===== config.mk =====
export PLATFORM = sky130hd
export DESIGN_NAME = framebuffer_writer
export DESIGN_NICKNAME = d
export VERILOG_FILES = /design/src/rtl/framebuffer_pkg.sv /design/src/rtl/framebuffer_writer_pixel_fifo.sv /design/src/rtl/framebuffer_writer.sv
export SDC_FILE = /design/constraint.sdc
export NUM_CORES = 1
export LEC_CHECK = 0
export CAP_MARGIN = 20
export CORE_MARGIN = 8
export CORE_UTILIZATION = 31
export DETAILED_ROUTE_END_ITERATION = 10
export PLACE_DENSITY = 0.43
export SYNTH_ARGS = -nofsm -noshare
export SYNTH_HDL_FRONTEND = slang
export SYNTH_HIERARCHICAL = 1
export SYNTH_SLANG_ARGS = --single-unit

===== constraint.sdc =====
create_clock -name clk -period 4.05 [get_ports clk]
set_clock_uncertainty 0.2 [all_clocks]
set_input_delay 0.81 -clock clk [delete_from_list [all_inputs] [get_ports clk]]
set_output_delay 0.81 -clock clk [all_outputs]
set_load 0.005 [all_outputs]

===== src/rtl/framebuffer_pkg.sv =====
// framebuffer_pkg
//   Shared definitions for the framebuffer writer and the display driver:
//   FSM state encoding, default timing/size constants and a small helper.
package framebuffer_pkg;

  localparam int FB_FRAME_PIXELS = 153600;  // 320 columns x 480 lines of nibbles
  localparam int FB_HOLD_CYCLES  = 4;
  localparam int FB_RESET_CYCLES = 8;
  localparam int FB_FIFO_DEPTH   = 4;
  localparam int FB_PIXEL_W      = 4;

  typedef enum logic [2:0] {
    PTR_RESET = 3'd0,
    IDLE      = 3'd1,
    STROBE    = 3'd2,
    WAIT_ACK  = 3'd3,
    HOLD      = 3'd4
  } fb_state_e;

  function automatic int fb_max(input int a, input int b);
    return (a > b) ? a : b;
  endfunction

endpackage


===== src/rtl/framebuffer_writer_pixel_fifo.sv =====
// pixel_fifo
//   Small synchronous FIFO buffering gray nibbles between the Mandelbrot
//   engine and the RAM write handshake. DEPTH must be a power of two (>= 2).
// Ports
//   clk, rst_n        : clock, async active-low reset
//   i_flush           : synchronous clear of all entries (wins over push)
//   i_push / i_data   : write one entry (ignored when full)
//   i_pop             : drop the head entry (ignored when empty)
//   o_data            : head entry, valid when !o_empty
//   o_full / o_empty  : occupancy flags
module pixel_fifo
  import framebuffer_pkg::*;
#(
  parameter int DEPTH = FB_FIFO_DEPTH,
  parameter int WIDTH = FB_PIXEL_W
) (
  input  logic             clk,
  input  logic             rst_n,
  input  logic             i_flush,
  input  logic             i_push,
  input  logic [WIDTH-1:0] i_data,
  input  logic             i_pop,
  output logic [WIDTH-1:0] o_data,
  output logic             o_full,
  output logic             o_empty
);

  localparam int AW = $clog2(DEPTH);

  logic [WIDTH-1:0] r_mem [DEPTH];
  // One extra pointer bit separates full from empty when the indices match.
  logic [AW:0]      r_wr_ptr;
  logic [AW:0]      r_rd_ptr;
  logic             w_do_push;
  logic             w_do_pop;

  assign o_empty   = (r_wr_ptr == r_rd_ptr);
  assign o_full    = (r_wr_ptr[AW] != r_rd_ptr[AW]) &&
                     (r_wr_ptr[AW-1:0] == r_rd_ptr[AW-1:0]);
  assign w_do_push = i_push && !o_full;
  assign w_do_pop  = i_pop && !o_empty;
  assign o_data    = r_mem[r_rd_ptr[AW-1:0]];

  always_ff @(posedge clk or negedge rst_n) begin
    if (!rst_n) begin
      r_wr_ptr <= '0;
      r_rd_ptr <= '0;
    end else if (i_flush) begin
      r_wr_ptr <= '0;
      r_rd_ptr <= '0;
    end else begin
      if (w_do_push) r_wr_ptr <= r_wr_ptr + 1'b1;
      if (w_do_pop)  r_rd_ptr <= r_rd_ptr + 1'b1;
    end
  end

  always_ff @(posedge clk) begin
    if (w_do_push && !i_flush) r_mem[r_wr_ptr[AW-1:0]] <= i_data;
  end

endmodule


===== src/rtl/framebuffer_writer.sv =====
// framebuffer_writer
//   Takes gray nibbles from the Mandelbrot engine and writes them one at a
//   time to the QSPI RAM controller with a toggle-strobe / echo handshake,
//   resetting the RAM write pointer at every frame boundary.
//
//   state     | meaning
//   ----------+--------------------------------------------------------
//   PTR_RESET | hold reset_write_ptr_out for RESET_CYCLES, clear pixel count
//   IDLE      | wait for a buffered nibble, load it onto write_data_out
//   STROBE    | toggle write_strobe_out (one nibble write)
//   WAIT_ACK  | wait for the echoed strobe level to match
//   HOLD      | keep data stable HOLD_CYCLES, then count the pixel
//
// Ports
//   clk, rst_n                 : clock, async active-low reset
//   pixel_in/_valid_in/_ready_out : pixel stream from the engine
//   frame_start_in             : restart at pixel 0
//   write_data_out, write_strobe_out, wrote_data_in : RAM write handshake
//   reset_write_ptr_out        : RAM write pointer reset
//   frame_done_out             : one-cycle pulse after the last nibble
module framebuffer_writer
  import framebuffer_pkg::*;
#(
  parameter int FRAME_PIXELS = FB_FRAME_PIXELS,
  parameter int HOLD_CYCLES  = FB_HOLD_CYCLES,
  parameter int RESET_CYCLES = FB_RESET_CYCLES,
  parameter int FIFO_DEPTH   = FB_FIFO_DEPTH
) (
  input  logic                  clk,
  input  logic                  rst_n,
  input  logic [FB_PIXEL_W-1:0] pixel_in,
  input  logic                  pixel_valid_in,
  output logic                  pixel_ready_out,
  input  logic                  frame_start_in,
  output logic [FB_PIXEL_W-1:0] write_data_out,
  output logic                  write_strobe_out,
  output logic                  reset_write_ptr_out,
  input  logic                  wrote_data_in,
  output logic                  frame_done_out
);

  localparam int CNT_W = (FRAME_PIXELS > 1) ? $clog2(FRAME_PIXELS) : 1;
  localparam int TMR_W = $clog2(fb_max(RESET_CYCLES, HOLD_CYCLES) + 1);
  localparam logic [CNT_W-1:0] LAST_PIX  = CNT_W'(FRAME_PIXELS - 1);
  localparam logic [TMR_W-1:0] RST_LAST  = TMR_W'(RESET_CYCLES - 1);
  localparam logic [TMR_W-1:0] HOLD_LAST = TMR_W'(HOLD_CYCLES - 1);

  fb_state_e             r_state;
  logic [TMR_W-1:0]      r_tmr;
  logic [CNT_W-1:0]      r_pix_cnt;
  logic                  r_flush_pend;
  logic [FB_PIXEL_W-1:0] r_data;
  logic                  r_strobe;
  logic                  r_rst_ptr;
  logic                  r_done;

  logic [FB_PIXEL_W-1:0] w_fifo_data;
  logic                  w_full;
  logic                  w_empty;
  logic                  w_push;
  logic                  w_pop;
  logic                  w_flush;
  logic                  w_hold_done;

  assign pixel_ready_out     = !w_full && !r_flush_pend && (r_state != PTR_RESET);
  assign w_push              = pixel_valid_in && pixel_ready_out;
  assign w_pop               = (r_state == IDLE) && !frame_start_in && !w_empty;
  assign w_hold_done         = (r_state == HOLD) && (r_tmr == HOLD_LAST);
  // A restart requested mid-transfer drops the queue only once the
  // in-flight nibble has finished its hold time.
  assign w_flush             = (frame_start_in && (r_state == IDLE || r_state == PTR_RESET)) ||
                               (w_hold_done && (r_flush_pend || frame_start_in));

  assign write_data_out      = r_data;
  assign write_strobe_out    = r_strobe;
  assign reset_write_ptr_out = r_rst_ptr;
  assign frame_done_out      = r_done;

  pixel_fifo #(
    .DEPTH (FIFO_DEPTH),
    .WIDTH (FB_PIXEL_W)
  ) u_pixel_fifo (
    .clk     (clk),
    .rst_n   (rst_n),
    .i_flush (w_flush),
    .i_push  (w_push),
    .i_data  (pixel_in),
    .i_pop   (w_pop),
    .o_data  (w_fifo_data),
    .o_full  (w_full),
    .o_empty (w_empty)
  );

  always_ff @(posedge clk or negedge rst_n) begin
    if (!rst_n) begin
      r_state      <= PTR_RESET;
      r_tmr        <= '0;
      r_pix_cnt    <= '0;
      r_flush_pend <= 1'b0;
      r_data       <= '0;
      r_strobe     <= 1'b0;
      r_rst_ptr    <= 1'b1;
      r_done       <= 1'b0;
    end else begin
      r_done <= 1'b0;
      case (r_state)
        PTR_RESET: begin
          r_pix_cnt    <= '0;
          r_flush_pend <= 1'b0;
          if (frame_start_in) begin
            r_tmr <= '0;
          end else if (r_tmr == RST_LAST) begin
            r_tmr     <= '0;
            r_rst_ptr <= 1'b0;
            r_state   <= IDLE;
          end else begin
            r_tmr <= r_tmr + 1'b1;
          end
        end
        IDLE: begin
          if (frame_start_in) begin
            r_tmr     <= '0;
            r_rst_ptr <= 1'b1;
            r_state   <= PTR_RESET;
          end else if (!w_empty) begin
            r_data  <= w_fifo_data;
            r_state <= STROBE;
          end
        end
        STROBE: begin
          if (frame_start_in) r_flush_pend <= 1'b1;
          r_strobe <= ~r_strobe;
          r_state  <= WAIT_ACK;
        end
        WAIT_ACK: begin
          if (frame_start_in) r_flush_pend <= 1'b1;
          if (wrote_data_in == r_strobe) begin
            r_tmr   <= '0;
            r_state <= HOLD;
          end
        end
        HOLD: begin
          if (w_hold_done) begin
            r_tmr <= '0;
            if (r_pix_cnt == LAST_PIX) begin
              // Frame end absorbs any pending restart: one pointer reset only.
              r_pix_cnt    <= '0;
              r_done       <= 1'b1;
              r_flush_pend <= 1'b0;
              r_rst_ptr    <= 1'b1;
              r_state      <= PTR_RESET;
            end else begin
              r_pix_cnt <= r_pix_cnt + 1'b1;
              if (r_flush_pend || frame_start_in) begin
                r_flush_pend <= 1'b0;
                r_rst_ptr    <= 1'b1;
                r_state      <= PTR_RESET;
              end else begin
                r_state <= IDLE;
              end
            end
          end else begin
            if (frame_start_in) r_flush_pend <= 1'b1;
            r_tmr <= r_tmr + 1'b1;
          end
        end
        default: begin
          r_tmr     <= '0;
          r_rst_ptr <= 1'b1;
          r_state   <= PTR_RESET;
        end
      endcase
    end
  end

endmodule


### Word-level counts from Yosys, hierarchy flattened

Memory sizes are Yosys's and may differ from the RTL's. A register that Yosys moved wholly into a read port is not among the register bits.
Index checks and enable logic that the tools add are counted.

* memories: 1
* logic and storage cells: 111
* register bits after elaboration: 35
* output and inout port bits: 8
* input bits: 9
* memory bits (writable): 16

* eq/ne operators: 19
* $add $sub $neg: 4
* bitwise gates (word level): 5
* multiplexer cells: 39
* reductions and logical operators: 34

Memories
* u_pixel_fifo.r_mem: words 4, bits a word 4, read ports 1, clocked after memory_dff 1, write ports 1, line framebuffer_writer_pixel_fifo.sv:30 `logic [WIDTH-1:0] r_mem [DEPTH];`

Operator list (count)
* $mux 18: 2
* $pmux 18 s2: 1
* $mux 3: 10
* $mux 4: 5
* $pmux 4 s5: 1
* $add 18x1->18 const B: 1
* $eq 18x18->1 const B: 1
* $mux 1: 17
* $pmux 3 s5: 1
* $logic_and 1x1->1: 12
* $ne 2x2->1 const B: 4
* $add 3x1->3 const B: 2
* $eq 3x2->1 const B: 2
* $logic_not 1->1: 6
* $reduce_and 3->1: 2
* $reduce_and 6->1: 1
* $reduce_bool 2->1: 3
* $reduce_bool 3->1: 2
* $not 1->1: 5
* $reduce_and 5->1: 1
* $add 4x1->4 const B: 1
* $eq 4x2->1 const B: 1
* $eq 4x3->1 const B: 1
* $ne 4x2->1 const B: 1
* 15 further kinds: 18

### Longest topological paths before layout

* depth in word-level cells: 10
* depth in mapped cells: 9
* depth with buffers taken out: 8

### Hierarchy

Netlist, hierarchy kept.

Modules (own cells, without submodules)
* framebuffer_writer: area each 1840.5 um2, seq. area each 827.0 um2, times used 1, cells an instance 205
* pixel_fifo: area each 1154.9 um2, seq. area each 630.6 um2, times used 1, cells an instance 84

### Worst setup path before layout

OpenSTA, ideal clock, no wires.

* path type: register -> register
* start: register u_pixel_fifo.r_rd_ptr[1]
* end: memory u_pixel_fifo/r_mem[0][0] (netlist bit) (enable)
* data required time: 3.541 ns
* clock period less this slack: 2.492 ns
* setup time: 0.309 ns
* arrival time: 1.983 ns
* setup slack: 1.558 ns
* buffers on the path: 1
* cell stages (with the launch flop): 10
* cells stage by stage: dfrtp_1 -> buf_4 -> xnor2_1 -> nand2_2 -> nor2_1 -> nor3_1 -> and2_1 -> inv_1 -> a311oi_1 -> and2_1

* longest elaborated chain between the ends: 10

RTL lines
* from (decl): line framebuffer_writer_pixel_fifo.sv:33 `logic [AW:0] r_rd_ptr;`
* from (signal assigned): line framebuffer_writer_pixel_fifo.sv:53 `if (w_do_pop) r_rd_ptr <= r_rd_ptr + 1'b1;`
* $eq 2x2->1: line framebuffer_writer_pixel_fifo.sv:39 `(r_wr_ptr[AW-1:0] == r_rd_ptr[AW-1:0]);`
* $logic_and 1x1->1: line framebuffer_writer_pixel_fifo.sv:38 `assign o_full = (r_wr_ptr[AW] != r_rd_ptr[AW]) &&`
* via w_full: line framebuffer_writer.sv:58 `logic w_full;`
* $logic_not 1->1: line framebuffer_writer.sv:65 `assign pixel_ready_out = !w_full && !r_flush_pend && (r_state != PTR_RESET);`
* $logic_and 1x1->1 (2 in series): line framebuffer_writer.sv:65
* via pixel_ready_out: line framebuffer_writer.sv:33 `output logic pixel_ready_out,`
* $logic_and 1x1->1: line framebuffer_writer.sv:66 `assign w_push = pixel_valid_in && pixel_ready_out;`
* via w_push: line framebuffer_writer.sv:60 `logic w_push;`
* $logic_and 1x1->1: line framebuffer_writer_pixel_fifo.sv:40 `assign w_do_push = i_push && !o_full;`
* $logic_and 1x1->1: line framebuffer_writer_pixel_fifo.sv:58 `if (w_do_push && !i_flush) r_mem[r_wr_ptr[AW-1:0]] <= i_data;`
* $mux 1: line framebuffer_writer_pixel_fifo.sv:58
* $mux 1 (not written as such): line framebuffer_writer_pixel_fifo.sv:58
* to (decl): line framebuffer_writer_pixel_fifo.sv:30

The timed path passes the listed nets, and every way through them passes these cells.

### Worst setup path in the final report

* start: register u_pixel_fifo.r_rd_ptr[0]
* end: output port pixel_ready_out

* longest elaborated chain between the ends: 5

RTL lines (line)
* $eq 2x2->1: framebuffer_writer_pixel_fifo.sv:39
* $logic_and 1x1->1: framebuffer_writer_pixel_fifo.sv:38
* via w_full: framebuffer_writer.sv:58
* $logic_not 1->1: framebuffer_writer.sv:65
* $logic_and 1x1->1 (2 in series): framebuffer_writer.sv:65
* to (decl): framebuffer_writer.sv:33

The timed path passes the listed nets, and every way through them passes these cells.

==> metrics.yaml <==
cells_and_area:
  drive_gt1_share_pct: 8.85
  diodes: 0
  fin_cells: 438
  syn2layout_area_growth_pct: 13.6
  nets: 320
clocking:
  post_cts_buffers: 0
  cts_buffer_depth: 2
  cts_tree: "built"
  worstSkewPairLatency_ns: 0.31
  clock_sinks: 55
  cts_made_buffers: 5
  cts.reportedPaths.clkPinSlew_ns: 0.10
  post_cts_resized: 0
  postCtsHoldBufs: 0
  cts_max_level: 2
  root_buffer: "clkbuf_8"
critical_path:
  worstReg2RegEnd: "u_pixel_fifo/r_mem[0][1]"
  required_ns: 3.04
  worst-path-max-fanout: 9
  reg2reg_depth: 8
  critPathLaunchType: "flip-flop"
  rr_startpoint: "u_pixel_fifo/r_rd_ptr[0]"
  crit_type: "reg2out"
  rrSetupSlack_ns: 1.16
  crit_arrival_ns: 2.23
  critPathCaptureType: "output port"
floorplanning:
  pin_count: 17
  die_h_um: 114
  core_area_um2: 9590
  die_x_um: 114
  rows: 36
  start_util_pct: 31.2
  die-area_um2: 13100
route:
  wl_per_cell_um: 15.0
  viasPerCell: 5.07
  drt_iter0_markers: 66
  first_pass_iters: 4
  wl_mm: 6.57
  drc: 0
  antenna_left: 0
  via_count: 2220
timing:
  slew_viol_final: 0
  worstMarginPinSlew_ns: 0.627
  fin_tns_setup_ns: 0
  min_period_ns: 3.24
  setup_viol: 0
  maxSlewHeadroom_pct: 58.2
  hold-worst-slack_ns: 0.140
  clock.fmax_mhz: 308
  finalHoldViolCount: 0
  rsz0062_at_grt: "no"
  finalCritPeriodShare_pct: 80.0
placed_design:
  gp_congestion: 0.796
  numPlacedInstances: 429
  io_buffer_count: 16
  dp_hpwl_mm: 4.64
power:
  vdd_drop_max_uv: 118
  p_clk_share_pct: 38.2
  combPwrFrac_pct: 4.0
  p_sw_share_pct: 22.2
  intPower_uw: 780
  p_sw_uw: 222
  p_seq_share_pct: 57.8
  power_density_nw_per_um2: 295
  power_leakage_uw: 0.00131
  finalPower_uw: 1000
logic_synthesis:
  netlist.area_leader.share_pct: 31.7
  seq_area_frac_synth_pct: 48.7
  yosys.area.top_type: "dfrtp_1"
  synth.area.top_cells: "dfrtp_1, edfxtp_1, o21ai_0"
  synth_seq_cells: 55
  syn_nets: 305
  synth_edf_count: 16
  postSynthCellCount: 289
  ys_warn_count: 6
  async_flop_share_pct: 70.9
  syn-cell-area_um2: 3000
  syn_area_per_cell_um2: 10.4
  synth_cell_types: 59
  synth-main-ff-cell: "dfrtp_1"
global_route:
  gr-total-overflow: 0
  track_usage_pct: 10.7
  grt_antenna_before_repair: 0
  grt_pass1_vias: 2205
  grt_max_degree: 40
  grt_pass1_wl_mm: 11.2
min_path:
  hp-class: "in2async"
job:
  drv_cap: 0
outcome:
  status: "finished, final reports clean"
## per-layer routing
layer / up-vias / GRT usage [%] / part of all wire, %
met5: - / 0 / 0
met2: 30 / 16.4 / 45
met1: 1074 / 14.8 / 50
met3: 4 / 2.27 / 3.8
li1: 1112 / - / -
met4: 0 / 3.11 / 1.1
## synth_stat cells (all sizes together), types with 5 or more instances
master  count
nand4       6
nor3b       5
dfrtp      38
o21ai      23
buf         7
and2        6
o311ai      5
xor2        5
edfxtp     16
ha          7
inv        14
a31oi       7
nand2      27
nor2       11
a21oi      16
nor3        5
or3         6
nand3      18
## power by group through the flow
stage | Sequential (uW) | Combinational, uW | Clock [uW]
6_report | 579 | 40.5 | 383
5_1_grt | 580 | 45.9 | 417
4_1_cts | 579 | 39.7 | 397
3_5_place_dp | 591 | 39.5 | 0
3_3_place_gp | 591 | 40.0 | 0
2_1_floorplan | 590 | 16.0 | 0
## area by class of cell
| class | count | area, um^2 |
|---|---|---|
| Multi-Input combinational cell | 209 | 1420 |
| Clock inverter | 3 | 47.5 |
| Inverter | 14 | 52.6 |
| Tap cell | 133 | 166 |
| Timing Repair Buffer | 19 | 190 |
| Clock buffer | 5 | 68.8 |
| Sequential cell | 55 | 1460 |
| Fill cell | 970 | 6190 |
## stage by stage
stage,worst slack (ns),area [um^2],utilization (%)
2_1_floorplan,1.56,3000,-
3_3_place_gp,1.07,3270,34.0
3_5_place_dp,1.08,3270,34.0
4_1_cts,0.794,3380,35.3
5_1_grt,0.624,3400,35.5
6_report,0.808,3400,35.5
## cells by family after synthesis
logic type                 Yosys count  synth area share, %
muxes                                8                 5.01
xor gates and xnor gates             8                 2.59
DFF                                 55                 48.7
buffers and inverters               25                 3.97
AOI/OAI and AO/OA                   74                 15.6
adders and majority gates            7                 2.92
and+or+nand+nor                    112                 21.2
## sequential cells by signal, summed over array words and instances (netlist names)
| signal | count |
|---|---|
| write_data_out | 4 |
| reset_write_ptr_out | 1 |
| write_strobe_out | 1 |
| r_pix_cnt | 18 |
| r_state | 3 |
| r_flush_pend | 1 |
| u_pixel_fifo/r_wr_ptr | 3 |
| r_tmr | 4 |
| frame_done_out | 1 |
| u_pixel_fifo/r_rd_ptr | 3 |
| u_pixel_fifo/r_mem | 16 |
## worst max-delay path, cell delays in order (launching register included)
cell	delay, ns
dfrtp_1	0.55
xnor2_1	0.56
nand2_2	0.15
nor2_1	0.14
nor3_1	0.07
clkdlybuf4s50_1	0.45
## worst max path at each step
| stage | startpoint | end | slack (ns) |
|---|---|---|---|
| 2_1_floorplan | u_pixel_fifo/r_rd_ptr[1] | u_pixel_fifo/r_mem[0][0] | 1.56 |
| 3_3_place_gp | frame_start_in | u_pixel_fifo/r_mem[3][3] | 1.07 |
| 3_5_place_dp | frame_start_in | u_pixel_fifo/r_mem[2][2] | 1.08 |
| 4_1_cts | u_pixel_fifo/r_rd_ptr[0] | pixel_ready_out | 0.79 |
| 5_1_grt | u_pixel_fifo/r_rd_ptr[0] | pixel_ready_out | 0.62 |
| 6_report | u_pixel_fifo/r_rd_ptr[0] | pixel_ready_out | 0.81 |
## layout by cell type (no fill, tap or decap), types with 2 or more instances in the layout
master,synthesis,final
o21ai_0,23,23
clkbuf_8,0,5
nand2b_1,2,2
o311ai_0,3,3
mux2_2,4,4
nand3_1,18,18
xor2_1,4,4
o211ai_1,3,3
a211o_1,2,2
dfrtp_1,38,38
o31ai_1,3,3
o311ai_1,2,2
nor4_1,2,2
nor2b_1,4,4
or2_2,3,3
clkdlybuf4s50_1,0,15
a22oi_1,2,2
nor3_1,5,5
inv_1,14,14
mux4_1,4,4
edfxtp_1,16,16
a31oi_1,7,7
a2bb2oi_1,2,2
or4_1,2,2
nand4_1,6,6
a21oi_1,16,16
nand2_1,26,26
ha_1,7,7
or3_1,6,6
xnor2_1,3,3
and4_1,2,2
a22o_1,3,3
and3_1,4,4
buf_4,1,2
nor3b_1,5,5
and2_1,5,5
nor2_1,11,11
a21o_1,2,2
No activity file was read; power rests on OpenSTA's default activity.
